**src/rtl/axis_pkg.sv**
```systemverilog
// Shared AXI-Stream sample types for the lane serializer.
// Provides sample_t, the unit of data carried on every lane.
package axis_pkg;

   localparam int SAMPLE_W = 16;

   typedef logic [SAMPLE_W-1:0] sample_t;

endpackage

```
**src/rtl/axis_lane_serializer_if.sv**
```systemverilog
// Handshake bundle for the lane serializer: a parallel input stream
// (BUS_NUM lanes per beat) and a one-sample-per-beat serial output stream.
// slave  : the serializer side (consumes in_*, produces out_*).
// master : the environment side (produces in_*, consumes out_*).
interface axis_lane_serializer_if
   import axis_pkg::*;
#(
   parameter int BUS_NUM = 2
);

   logic                    in_tvalid;
   logic                    in_tready;
   logic                    in_tlast;
   sample_t [BUS_NUM-1:0]   in_tdata;
   logic                    out_tvalid;
   logic                    out_tready;
   logic                    out_tlast;
   sample_t                 out_tdata;

   modport slave (
      input  in_tvalid,
      input  in_tlast,
      input  in_tdata,
      input  out_tready,
      output in_tready,
      output out_tvalid,
      output out_tlast,
      output out_tdata
   );

   modport master (
      output in_tvalid,
      output in_tlast,
      output in_tdata,
      output out_tready,
      input  in_tready,
      input  out_tvalid,
      input  out_tlast,
      input  out_tdata
   );

endinterface

```
**src/rtl/axis_lane_serializer.sv**
```systemverilog
// Parallel-to-serial AXI-Stream converter: each accepted input beat of
// BUS_NUM samples (lane 0 earliest) is emitted as BUS_NUM output beats.
// Ports: clk, rst_n (async, active-low), en (input accept enable),
//        bus (slave modport: in_* parallel input, out_* serial output).
module axis_lane_serializer
   import axis_pkg::*;
#(
   parameter int BUS_NUM = 2
) (
   input  logic                    clk,
   input  logic                    rst_n,
   input  logic                    en,
   axis_lane_serializer_if.slave   bus
);

   localparam int            LW   = $clog2(BUS_NUM);
   localparam logic [LW-1:0] LAST = LW'(BUS_NUM - 1);

   typedef enum logic {
      EMPTY,
      SHIFT
   } state_e;

   state_e                state_q, state_d;
   logic [LW-1:0]         lane_q, lane_d;
   sample_t [BUS_NUM-1:0] held_q, held_d;
   logic                  tlast_q, tlast_d;

   logic lane_last;
   logic in_hs;
   logic out_hs;

   always_ff @(posedge clk or negedge rst_n) begin
      if (!rst_n) begin
         state_q <= EMPTY;
         lane_q  <= '0;
         held_q  <= '0;
         tlast_q <= 1'b0;
      end else begin
         state_q <= state_d;
         lane_q  <= lane_d;
         held_q  <= held_d;
         tlast_q <= tlast_d;
      end
   end

   always_comb begin
      lane_last = (lane_q == LAST);

      bus.out_tvalid = (state_q == SHIFT);
      bus.out_tdata  = held_q[lane_q];
      bus.out_tlast  = tlast_q & lane_last;

      // rst_n gates ready so nothing is offered while reset is held.
      // Ready during the final lane lets a new beat load with no bubble.
      bus.in_tready = rst_n & en &
                      ((state_q == EMPTY) |
                       (bus.out_tready & lane_last));

      in_hs  = bus.in_tvalid & bus.in_tready;
      out_hs = bus.out_tvalid & bus.out_tready;

      state_d = state_q;
      lane_d  = lane_q;
      held_d  = held_q;
      tlast_d = tlast_q;

      unique case (state_q)
         EMPTY: begin
            if (in_hs) begin
               state_d = SHIFT;
               lane_d  = '0;
               held_d  = bus.in_tdata;
               tlast_d = bus.in_tlast;
            end
         end
         SHIFT: begin
            unique case (1'b1)
               out_hs & ~lane_last: begin
                  lane_d = lane_q + LW'(1);
               end
               out_hs & lane_last & in_hs: begin
                  lane_d  = '0;
                  held_d  = bus.in_tdata;
                  tlast_d = bus.in_tlast;
               end
               out_hs & lane_last & ~in_hs: begin
                  state_d = EMPTY;
                  lane_d  = '0;
               end
               default: ;
            endcase
         end
         default: begin
            state_d = EMPTY;
            lane_d  = '0;
         end
      endcase
   end

endmodule

```
**src/flat_wrapper.sv**
```systemverilog
// flat-port wrapper written by rule: the top's interface ports become plain ports
module axis_lane_serializer_flat import axis_pkg::*;
#(
   parameter int BUS_NUM = 2
)
  (clk, rst_n, en, bus_in_tvalid, bus_in_tlast, bus_in_tdata, bus_out_tready, bus_in_tready, bus_out_tvalid, bus_out_tlast, bus_out_tdata);
  axis_lane_serializer_if #(.BUS_NUM(BUS_NUM)) bus_i ();
  input  logic clk;
  input  logic rst_n;
  input  logic en;
  input wire logic [$bits(bus_i.in_tvalid)-1:0] bus_in_tvalid;
  input wire logic [$bits(bus_i.in_tlast)-1:0] bus_in_tlast;
  input wire logic [$bits(bus_i.in_tdata)-1:0] bus_in_tdata;
  input wire logic [$bits(bus_i.out_tready)-1:0] bus_out_tready;
  output wire logic [$bits(bus_i.in_tready)-1:0] bus_in_tready;
  output wire logic [$bits(bus_i.out_tvalid)-1:0] bus_out_tvalid;
  output wire logic [$bits(bus_i.out_tlast)-1:0] bus_out_tlast;
  output wire logic [$bits(bus_i.out_tdata)-1:0] bus_out_tdata;
  assign bus_i.in_tvalid = bus_in_tvalid;
  assign bus_i.in_tlast = bus_in_tlast;
  assign bus_i.in_tdata = bus_in_tdata;
  assign bus_i.out_tready = bus_out_tready;
  assign bus_in_tready = bus_i.in_tready;
  assign bus_out_tvalid = bus_i.out_tvalid;
  assign bus_out_tlast = bus_i.out_tlast;
  assign bus_out_tdata = bus_i.out_tdata;
  axis_lane_serializer #(.BUS_NUM(BUS_NUM)) u_core (.clk(clk), .rst_n(rst_n), .en(en), .bus(bus_i));
endmodule
```
**config.mk**
```make
export PLATFORM = sky130hd
export DESIGN_NAME = axis_lane_serializer_flat
export DESIGN_NICKNAME = d
export VERILOG_FILES = /design/src/rtl/axis_pkg.sv /design/src/rtl/axis_lane_serializer_if.sv /design/src/rtl/axis_lane_serializer.sv /design/src/flat_wrapper.sv
export SDC_FILE = /design/constraint.sdc
export NUM_CORES = 1
export LEC_CHECK = 0
export BUFFER_PORTS_ARGS = -buffer_cell sky130_fd_sc_hd__clkbuf_2
export CORE_UTILIZATION = 49
export CTS_BUF_LIST = sky130_fd_sc_hd__clkbuf_4
export CTS_CLUSTER_DIAMETER = 60
export DETAILED_ROUTE_END_ITERATION = 7
export PLACE_DENSITY = 0.78
export SKIP_CTS_REPAIR_TIMING = 1
export SKIP_LAST_GASP = 1
export SLEW_MARGIN = 40
export SYNTH_ARGS = -nofsm -noshare
export SYNTH_HDL_FRONTEND = slang
export SYNTH_SLANG_ARGS = --single-unit
```
**constraint.sdc**
```tcl
create_clock -name clk -period 1.6 [get_ports clk]
set_input_delay 0.32 -clock clk [delete_from_list [all_inputs] [get_ports clk]]
set_output_delay 0.32 -clock clk [all_outputs]
set_load 0.05 [all_outputs]
```
==> parameters.txt, run 1 <==
Parameter                              Value

Worst setup path
  Buf/Inv on CP ... 2
  R2R depth ... 5
  Slowest cell on the critical path ... sky130_fd_sc_hd__dfrtp_2
  Worst reg-to-reg setup slack ... 0.10 ns
  End of the worst register-to-register path ... u_core.held_q[26]
  Crit path largest cell delay ... 0.48 ns
  Cell breakdown of the critical path ... buf_6, mux2_4, buf_8
  Startpoint types ... flip-flop
  Largest fanout on the critical path ... 6
  Worst path top cell family by delay ... flip-flops
  Arr. time, crit path ... 1.44 ns
  Category of the most critical setup path ... reg2out
  Required time at the endpoint of the critical path ... 1.28 ns
  Endpoint kind of the worst setup timing path ... output port
  Worst reg2reg path startpoint ... u_core.lane_last

Logic synthesis
  Post-Synthesis Cell Area ... 1660 um^2
  Post-synthesis sequential area ratio ... 52.8%
  Syn. warnings ... 0
  Dominant combinational cell family by area after synthesis ... multiplexers
  Share of the synthesized netlist area taken by xor and xnor gates ... 0%
  Netlist cell types ... 15
  Adder-cell area share of the yosys netlist ... 0%
  Mean instance size in the synthesized netlist ... 16.7 um^2
  #FFs+latches synth ... 35
  Count of mapped cells out of synthesis ... 99
  Simple-gate share of the synthesized area ... 2.42%
  Area fraction in compound gates after synthesis ... 1.89%
  Post-Synthesis Net Count ... 137
  Mux contribution to synthesized area ... 40.1%

Global route
  Number of antenna violations at the first check in global routing ... 0
  Overall track demand over capacity in global routing ... 18.6%
  Number of global-route vias before repair ... 1061
  First-pass GRT wire length ... 4800 um
  Sum of overflow across all layers after global routing ... 0
  Maximum number of pins on one net before global-route repair ... 20

Placed design
  Detailed Place HPWL ... 2300 um
  Routability cong. ... 0.688
  DP Area ... 2020 um^2
  PortBufs ... 56
  Setup Slack @ Placement ... 0.0673 ns

Cells and area
  Layout cells sized above 1 ... 75.0%
  Diodes inserted ... 0
  Leading cell type in the layout, fill and taps excluded ... sky130_fd_sc_hd__mux2_4
  Post-route cell area ... 2340 um^2
  Filler cell count ... 205
  Leading cell types in the layout, fill and taps excluded ... sky130_fd_sc_hd__mux2_4 (44), sky130_fd_sc_hd__clkbuf_2 (38), sky130_fd_sc_hd__dfrtp_1 (34)
  Post-layout util ... 74.8%
  Layout Area Growth over Synthesis ... 41.1%
  Total Nets Final ... 205

Route
  Wire per inst ... 15.6 um
  Final ANT Viol Nets ... 0
  DRC violations left ... 0
  Vias post-DR ... 1045
  Per-cell via count in the routed design ... 4.93
  DRC marker count from the first detailed-route iteration ... 17
  First drt pass iteration count ... 2
  Wire length reported by the detailed router ... 3310 um

Timing
  Setup clock skew after layout ... 0.00717 ns
  Hold Slack ... 0.00482 ns
  Worst Max-Slew Pin Slew ... 0.274 ns
  Hold Vio Cnt, Final ... 0
  Final count of negative-setup-slack endpoints ... 17
  Share of the cycle needed by the critical path after routing ... 110%
  Setup repair after global routing missed its margin ... true
  Fmax ... 570 MHz
  Pins Over Slew Limit ... 0
  Final Critical Period ... 1.76 ns
  Max-slew headroom ... 81.8%
  Final critical-path setup slack ... -0.156 ns

CTS
  TritonCTS clock tree ... done
  Number of sinks on the clock net ... 35
  Clock root buffer ... sky130_fd_sc_hd__clkbuf_4
  Clock-pin slew of the registers on the worst-case setup and hold paths ... 0.11 ns
  Num CTS Buffers ... 5
  Clock tree buffer depth ... 2
  CTS HTree Levels ... 2
  Worst-skew pair later-pin latency ... 0.32 ns

Power and ir drop
  Power density cells ... 2460 nW/um^2
  Largest vdd supply drop ... 1800 uV
  Total power after layout ... 5.76 mW
  Static Leakage ... 1.16 nW

Job
  Max-cap viol count ... 0

Floorplan
  Initial cell density of the core ... 53.0%
  Overall die area ... 3620 um^2
  Io pins ... 57
  Rows ... 20
  Core Area ... 3130 um^2
  Vertical die dimension ... 60.2 um
  Width of the chip ... 60.2 um

Status
  Failing checks ... setup timing
  Outcome ... complete, but fails checks

Min path
  Worst Hold Class ... in2async
-- through the flow --
stage,TNS [ns],cells
3_5_place_dp,0,200
6_report,-2.22,212
5_1_grt,-2.96,212
2_1_floorplan,0,99
4_1_cts,-4.13,208
3_3_place_gp,0,200
-- worst reg2reg max path: stages, from the launching register on --
cell and delay [ns]:
sky130_fd_sc_hd__dfrtp_2 0.48, sky130_fd_sc_hd__buf_6 0.15, sky130_fd_sc_hd__a21boi_4 0.19, sky130_fd_sc_hd__nor2_4 0.08, sky130_fd_sc_hd__buf_12 0.17, sky130_fd_sc_hd__mux2_4 0.31
-- Yosys cell counts --
cell / number / area (um^2)
sky130_fd_sc_hd__buf_4: 1 / 7.51
sky130_fd_sc_hd__a21boi_4: 1 / 18.8
sky130_fd_sc_hd__nand2b_1: 1 / 6.26
sky130_fd_sc_hd__mux2_2: 19 / 214
sky130_fd_sc_hd__o211ai_1: 1 / 7.51
sky130_fd_sc_hd__o21ai_0: 1 / 5.00
sky130_fd_sc_hd__and2_1: 1 / 6.26
sky130_fd_sc_hd__nand2_1: 2 / 7.51
sky130_fd_sc_hd__nor2_1: 1 / 3.75
sky130_fd_sc_hd__mux2_4: 30 / 450
sky130_fd_sc_hd__dfrtp_1: 35 / 876
sky130_fd_sc_hd__nor2_4: 1 / 11.3
sky130_fd_sc_hd__buf_2: 1 / 5.00
sky130_fd_sc_hd__nand3_1: 1 / 5.00
sky130_fd_sc_hd__buf_6: 3 / 33.8
-- per-layer routing --
metal | track usage [%] | share of wire, %
met1 | 24.5 | 43
met2 | 29.4 | 50
met3 | 5.41 | 5.9
met4 | 5.98 | 0.63
met5 | 0 | 0
-- worst max-delay path by stage --
| stage | slack, ns | start | cells past startpoint | to |
|---|---|---|---|---|
| after global routing | -0.20 | u_core.lane_last | 3 | bus_out_tdata[12] |
| after detailed placement | 0.07 | u_core.lane_last | 5 | u_core.held_q[7] |
| after global placement | 0.11 | u_core.lane_last | 3 | bus_out_tdata[4] |
| after CTS | -0.28 | u_core.lane_last | 3 | bus_out_tdata[12] |
| after floorplan | 0.005 | u_core.bus.out_tvalid | 4 | u_core.held_q[0] |
| final | -0.16 | u_core.lane_last | 3 | bus_out_tdata[12] |
-- kinds of logic after synthesis --
group | Yosys count
multiplexers | 49
flip-flops | 35
AND/OR/NAND/NOR | 7
buffers and inverters | 5
AO/OA/AOI/OAI | 3
-- sequential cells by signal, summed over array words and instances, names as in the netlist --
name / flops
u_core.bus.out_tvalid: 1
u_core.held_q: 32
u_core.lane_last: 1
u_core.tlast_q: 1
-- power by group --
part	internal [mW]	switching, mW
clock network	0.180	0.278
logic	1.92	1.78
registers	1.31	0.283
-- final cells by class --
cell class	count	area, um^2	share of cell area, %
sequential	35	877	37.5
clock buffer	6	45.0	1.93
multi-input combinational	59	793	33.9
tap	44	55.1	2.35
clock inverter	2	7.51	0.321
timing repair buffer	66	561	24.0
(Power assumes the default switching activity.)
==> inputs of run 2 (changes only) <==
Settings changed: CORE_UTILIZATION 49 to 51, PLACE_DENSITY 0.78 to 0.81, SETUP_SLACK_MARGIN from default to 0.15.
==> parameters.txt, run 2 (synthesis results as in run 1) <==
Parameter                              Value

CTS
  Worst-skew pair later-pin latency ... 0.35 ns
  TritonCTS clock tree ... done
  Clock root buffer ... sky130_fd_sc_hd__clkbuf_4
  Clock tree buffer depth ... 2
  CTS HTree Levels ... 2
  Num CTS Buffers ... 5
  Number of sinks on the clock net ... 35
  Clock-pin slew of the registers on the worst-case setup and hold paths ... 0.11 ns

Placed design
  Dpl cells ... 200
  Detailed Place HPWL ... 2320 um
  DP Area ... 2060 um^2
  PortBufs ... 56
  Routability cong. ... 0.688

Global route
  Overall track demand over capacity in global routing ... 20.2%
  First-pass GRT wire length ... 4890 um
  Number of antenna violations at the first check in global routing ... 0
  Sum of overflow across all layers after global routing ... 0
  Number of global-route vias before repair ... 1055
  Maximum number of pins on one net before global-route repair ... 21

Route
  Per-cell via count in the routed design ... 5.03
  DRC marker count from the first detailed-route iteration ... 30
  Wire length reported by the detailed router ... 4080 um
  DRC violations left ... 0
  First drt pass iteration count ... 4
  Final ANT Viol Nets ... 0
  Vias post-DR ... 1086
  Wire per inst ... 18.9 um

Timing
  Setup clock skew after layout ... 0.0112 ns
  Final Critical Period ... 1.78 ns
  Hold Vio Cnt, Final ... 0
  Worst Max-Slew Pin Slew ... 0.700 ns
  Share of the cycle needed by the critical path after routing ... 111%
  Max-slew headroom ... 53.1%
  Fmax ... 562 MHz
  Setup repair after global routing missed its margin ... true
  Pins Over Slew Limit ... 0
  Final critical-path setup slack ... -0.180 ns
  Final count of negative-setup-slack endpoints ... 43
  Sum of negative setup slack ... -3.90 ns

Cells and area
  Layout cells sized above 1 ... 75.6%
  Number of flip-flops under the largest register name ... 32
  Layout Area Growth over Synthesis ... 49.0%
  Filler cell count ... 188
  Leading cell type in the layout, fill and taps excluded ... sky130_fd_sc_hd__mux2_4
  Total Nets Final ... 209
  Post-layout util ... 80.2%
  Largest register by flop count ... u_core.held_q
  Final Instance Count excl. Fillers ... 216
  Leading cell types in the layout, fill and taps excluded ... sky130_fd_sc_hd__mux2_4 (46), sky130_fd_sc_hd__clkbuf_2 (38), sky130_fd_sc_hd__dfrtp_1 (33)
  Diodes inserted ... 0
  Post-route cell area ... 2470 um^2

Worst setup path
  Cell breakdown of the critical path ... buf_12, mux2_4, buf_8
  Endpoint kind of the worst setup timing path ... output port
  Buf/Inv on CP ... 2
  Arr. time, crit path ... 1.46 ns
  Category of the most critical setup path ... reg2out
  Worst path top cell family by delay ... flip-flops
  Largest fanout on the critical path ... 8
  Startpoint types ... flip-flop
  Required time at the endpoint of the critical path ... 1.28 ns
  Slowest cell on the critical path ... sky130_fd_sc_hd__dfrtp_2
  Crit path largest cell delay ... 0.47 ns

Floorplan
  Vertical die dimension ... 59.0 um
  Core Area ... 3080 um^2
  Width of the chip ... 59.0 um
  Io pins ... 57
  Rows ... 20
  Overall die area ... 3480 um^2
  Initial cell density of the core ... 53.9%

Power and ir drop
  Largest vdd supply drop ... 1360 uV
  Power density cells ... 2400 nW/um^2
  Static Leakage ... 1.21 nW
  Total power after layout ... 5.93 mW

Min path
  Worst Hold Class ... in2reg

Status
  Failing checks ... setup timing
  Outcome ... complete, but fails checks

Job
  Max-cap viol count ... 0
-- run 2: metrics by stage --
step                      setup slack, ns  hold WS [ns]
final                              -0.180         0.193
after global routing               -0.220         0.185
after CTS                          -0.249       -0.0575
after detailed placement            0.130         0.324
after global placement              0.152         0.317
after floorplan                     0.116        0.0244
-- run 2: worst paths after layout --
| path | slack [ns] | endpoint | start | cells past startpoint |
|---|---|---|---|---|
| worst max-delay path | -0.18 | bus_out_tdata[11] | u_core.lane_last | 3 |
| worst min-delay path | 0.19 | u_core.held_q[0] | bus_in_tdata[0] | 2 |
| worst max register to register | -0.06 | u_core.held_q[4] | u_core.lane_last | 6 |
| worst min register to register | 0.52 | u_core.held_q[5] | u_core.held_q[5] | 1 |
| max in group asynchronous | 0.43 | u_core.bus.out_tvalid | rst_n | 3 |
| min in group asynchronous | 0.52 | u_core.lane_last | rst_n | 3 |
-- run 2: area by class of cell --
cell class | instances | area (um^2) | share of cell area, %
Clock inverter | 3 | 38.8 | 1.57
Multi-Input combinational cell | 59 | 800 | 32.4
Timing Repair Buffer | 70 | 661 | 26.7
Clock buffer | 5 | 37.5 | 1.52
Tap cell | 44 | 55.1 | 2.23
Sequential cell | 35 | 878 | 35.6
-- run 2: routing by layer --
metal | track usage (%) | part of all wire, % | wire length [um]
met3 | 5.68 | 5.6 | 228
met4 | 12.2 | 2.4 | 99
met2 | 32.1 | 55 | 2230
met5 | 0 | 0 | 0
met1 | 24.6 | 37 | 1520
-- run 2: power by group --
part           switching (mW)  total (mW)  internal [mW]
clock network           0.299       0.620          0.321
registers               0.311        1.63           1.32
logic                    1.80        3.68           1.88
==> inputs of run 3 (changes only) <==
Settings changed: TNS_END_PERCENT from default to 5.
==> parameters.txt, run 3 (synthesis results as in run 1) <==
Parameter                              Value

Timing
  Setup repair after global routing missed its margin ... true
  Fmax ... 570 MHz
  Hold Slack ... 0.0507 ns
  Setup clock skew after layout ... 0.00354 ns
  Pins Over Slew Limit ... 0
  Hold Vio Cnt, Final ... 0
  Share of the cycle needed by the critical path after routing ... 110%
  Final critical-path setup slack ... -0.154 ns
  Final Critical Period ... 1.75 ns
  Worst Max-Slew Pin Slew ... 0.441 ns
  Final count of negative-setup-slack endpoints ... 42
  Max-slew headroom ... 70.6%

Global route
  First-pass GRT wire length ... 4860 um
  Number of antenna violations at the first check in global routing ... 0
  Sum of overflow across all layers after global routing ... 0
  Overall track demand over capacity in global routing ... 19.8%
  Maximum number of pins on one net before global-route repair ... 36
  Number of global-route vias before repair ... 1044

Cells and area
  Layout Area Growth over Synthesis ... 38.5%
  Leading cell types in the layout, fill and taps excluded ... sky130_fd_sc_hd__mux2_4 (45), sky130_fd_sc_hd__clkbuf_2 (39), sky130_fd_sc_hd__dfrtp_1 (33)
  Post-route cell area ... 2300 um^2
  Filler cell count ... 199
  Leading cell type in the layout, fill and taps excluded ... sky130_fd_sc_hd__mux2_4
  Total Nets Final ... 203
  Largest register by flop count ... u_core.held_q
  Number of flip-flops under the largest register name ... 32
  Diodes inserted ... 0
  Layout cells sized above 1 ... 76.5%

CTS
  Worst-skew pair later-pin latency ... 0.34 ns
  Number of sinks on the clock net ... 35
  TritonCTS clock tree ... done
  CTS HTree Levels ... 2
  Clock tree buffer depth ... 2
  Clock-pin slew of the registers on the worst-case setup and hold paths ... 0.09 ns
  Num CTS Buffers ... 5
  Clock root buffer ... sky130_fd_sc_hd__clkbuf_4

Placed design
  Routability cong. ... 0.725
  Setup Slack @ Placement ... 0.120 ns
  PortBufs ... 56
  DP Area ... 2040 um^2
  Detailed Place HPWL ... 2280 um

Power and ir drop
  Static Leakage ... 1.14 nW
  Power density cells ... 2480 nW/um^2
  Largest vdd supply drop ... 1700 uV

Floorplan
  Core Area ... 3080 um^2
  Overall die area ... 3480 um^2
  Rows ... 20
  Initial cell density of the core ... 53.9%
  Io pins ... 57
  Width of the chip ... 59.0 um
  Vertical die dimension ... 59.0 um

Worst setup path
  R2R depth ... 6
  Category of the most critical setup path ... reg2out
  Crit path largest cell delay ... 0.46 ns
  Largest fanout on the critical path ... 6
  Endpoint kind of the worst setup timing path ... output port
  Slowest cell on the critical path ... sky130_fd_sc_hd__dfrtp_2
  Startpoint types ... flip-flop
  Arr. time, crit path ... 1.43 ns
  Required time at the endpoint of the critical path ... 1.28 ns
  Cell breakdown of the critical path ... buf_6, mux2_4, buf_8

Route
  Final ANT Viol Nets ... 0
  DRC violations left ... 0
  Wire per inst ... 17.2 um
  Per-cell via count in the routed design ... 5.03
  DRC marker count from the first detailed-route iteration ... 35
  Vias post-DR ... 1056
  First drt pass iteration count ... 4
  Wire length reported by the detailed router ... 3620 um

Status
  Failing checks ... setup timing
  Outcome ... complete, but fails checks

Min path
  Worst Hold Class ... in2async

Job
  Max-cap viol count ... 0
## run 3: changes by cell type in the layout (fill, tap and decap cells not counted), sizes merged
| cell | previous run | this run |
|---|---|---|
| buf | 26 | 24 |
| clkinv | 2 | 1 |
| dlygate4sd3 | 2 | 0 |
| bufinv | 1 | 0 |
## run 3: report_power, final
group	switching, mW	total [mW]	internal [mW]
Sequential	0.306	1.62	1.32
Combinational	1.79	3.60	1.81
Clock	0.278	0.483	0.205
Total	2.37	5.70	3.33
## run 3: final cells by class
| type | instances | area (um^2) | share of cell area, % |
|---|---|---|---|
| sequential | 35 | 878 | 38.3 |
| multi-input combinational | 59 | 796 | 34.7 |
| clock inverter | 1 | 5.00 | 0.218 |
| clock buffer | 7 | 52.6 | 2.29 |
| tap | 44 | 55.1 | 2.40 |
| timing repair buffer | 64 | 509 | 22.2 |
## run 3: path summary, 6_finish.rpt
kind	start	to	slack (ns)
worst min register to register	u_core.held_q[19]	u_core.held_q[19]	0.52
worst max-delay path	u_core.lane_last	bus_out_tdata[2]	-0.15
max in group asynchronous	rst_n	u_core.bus.out_tvalid	1.22
worst max register to register	u_core.lane_last	u_core.held_q[31]	-0.06
worst min-delay path	rst_n	u_core.lane_last	0.05
min in group clk	bus_in_tdata[22]	u_core.held_q[22]	0.21
## run 3: critical path: cells and delay by family, from the launching register on
kind,cells,cell delay (ns)
buf+inv,2,0.31
mux,1,0.32
flops,1,0.46
## run 3: metrics by stage
stage / TNS [ns] / power (mW) / std cells / utilization, %
2_1_floorplan: 0 / 3.90 / 99 / -
3_3_place_gp: 0 / 4.31 / 199 / 66.3
3_5_place_dp: 0 / 4.40 / 199 / 66.3
4_1_cts: -3.60 / 4.90 / 207 / 68.2
5_1_grt: -5.22 / 5.91 / 210 / 74.6
6_report: -3.28 / 5.70 / 210 / 74.6
## run 3: metal layers
metal | track usage [%] | vias up | wire length (um)
met5 | 0 | - | 0
met4 | 11.2 | 0 | 71
met3 | 5.46 | 9 | 228
li1 | - | 483 | -
met2 | 32.0 | 46 | 1880
met1 | 23.8 | 518 | 1430
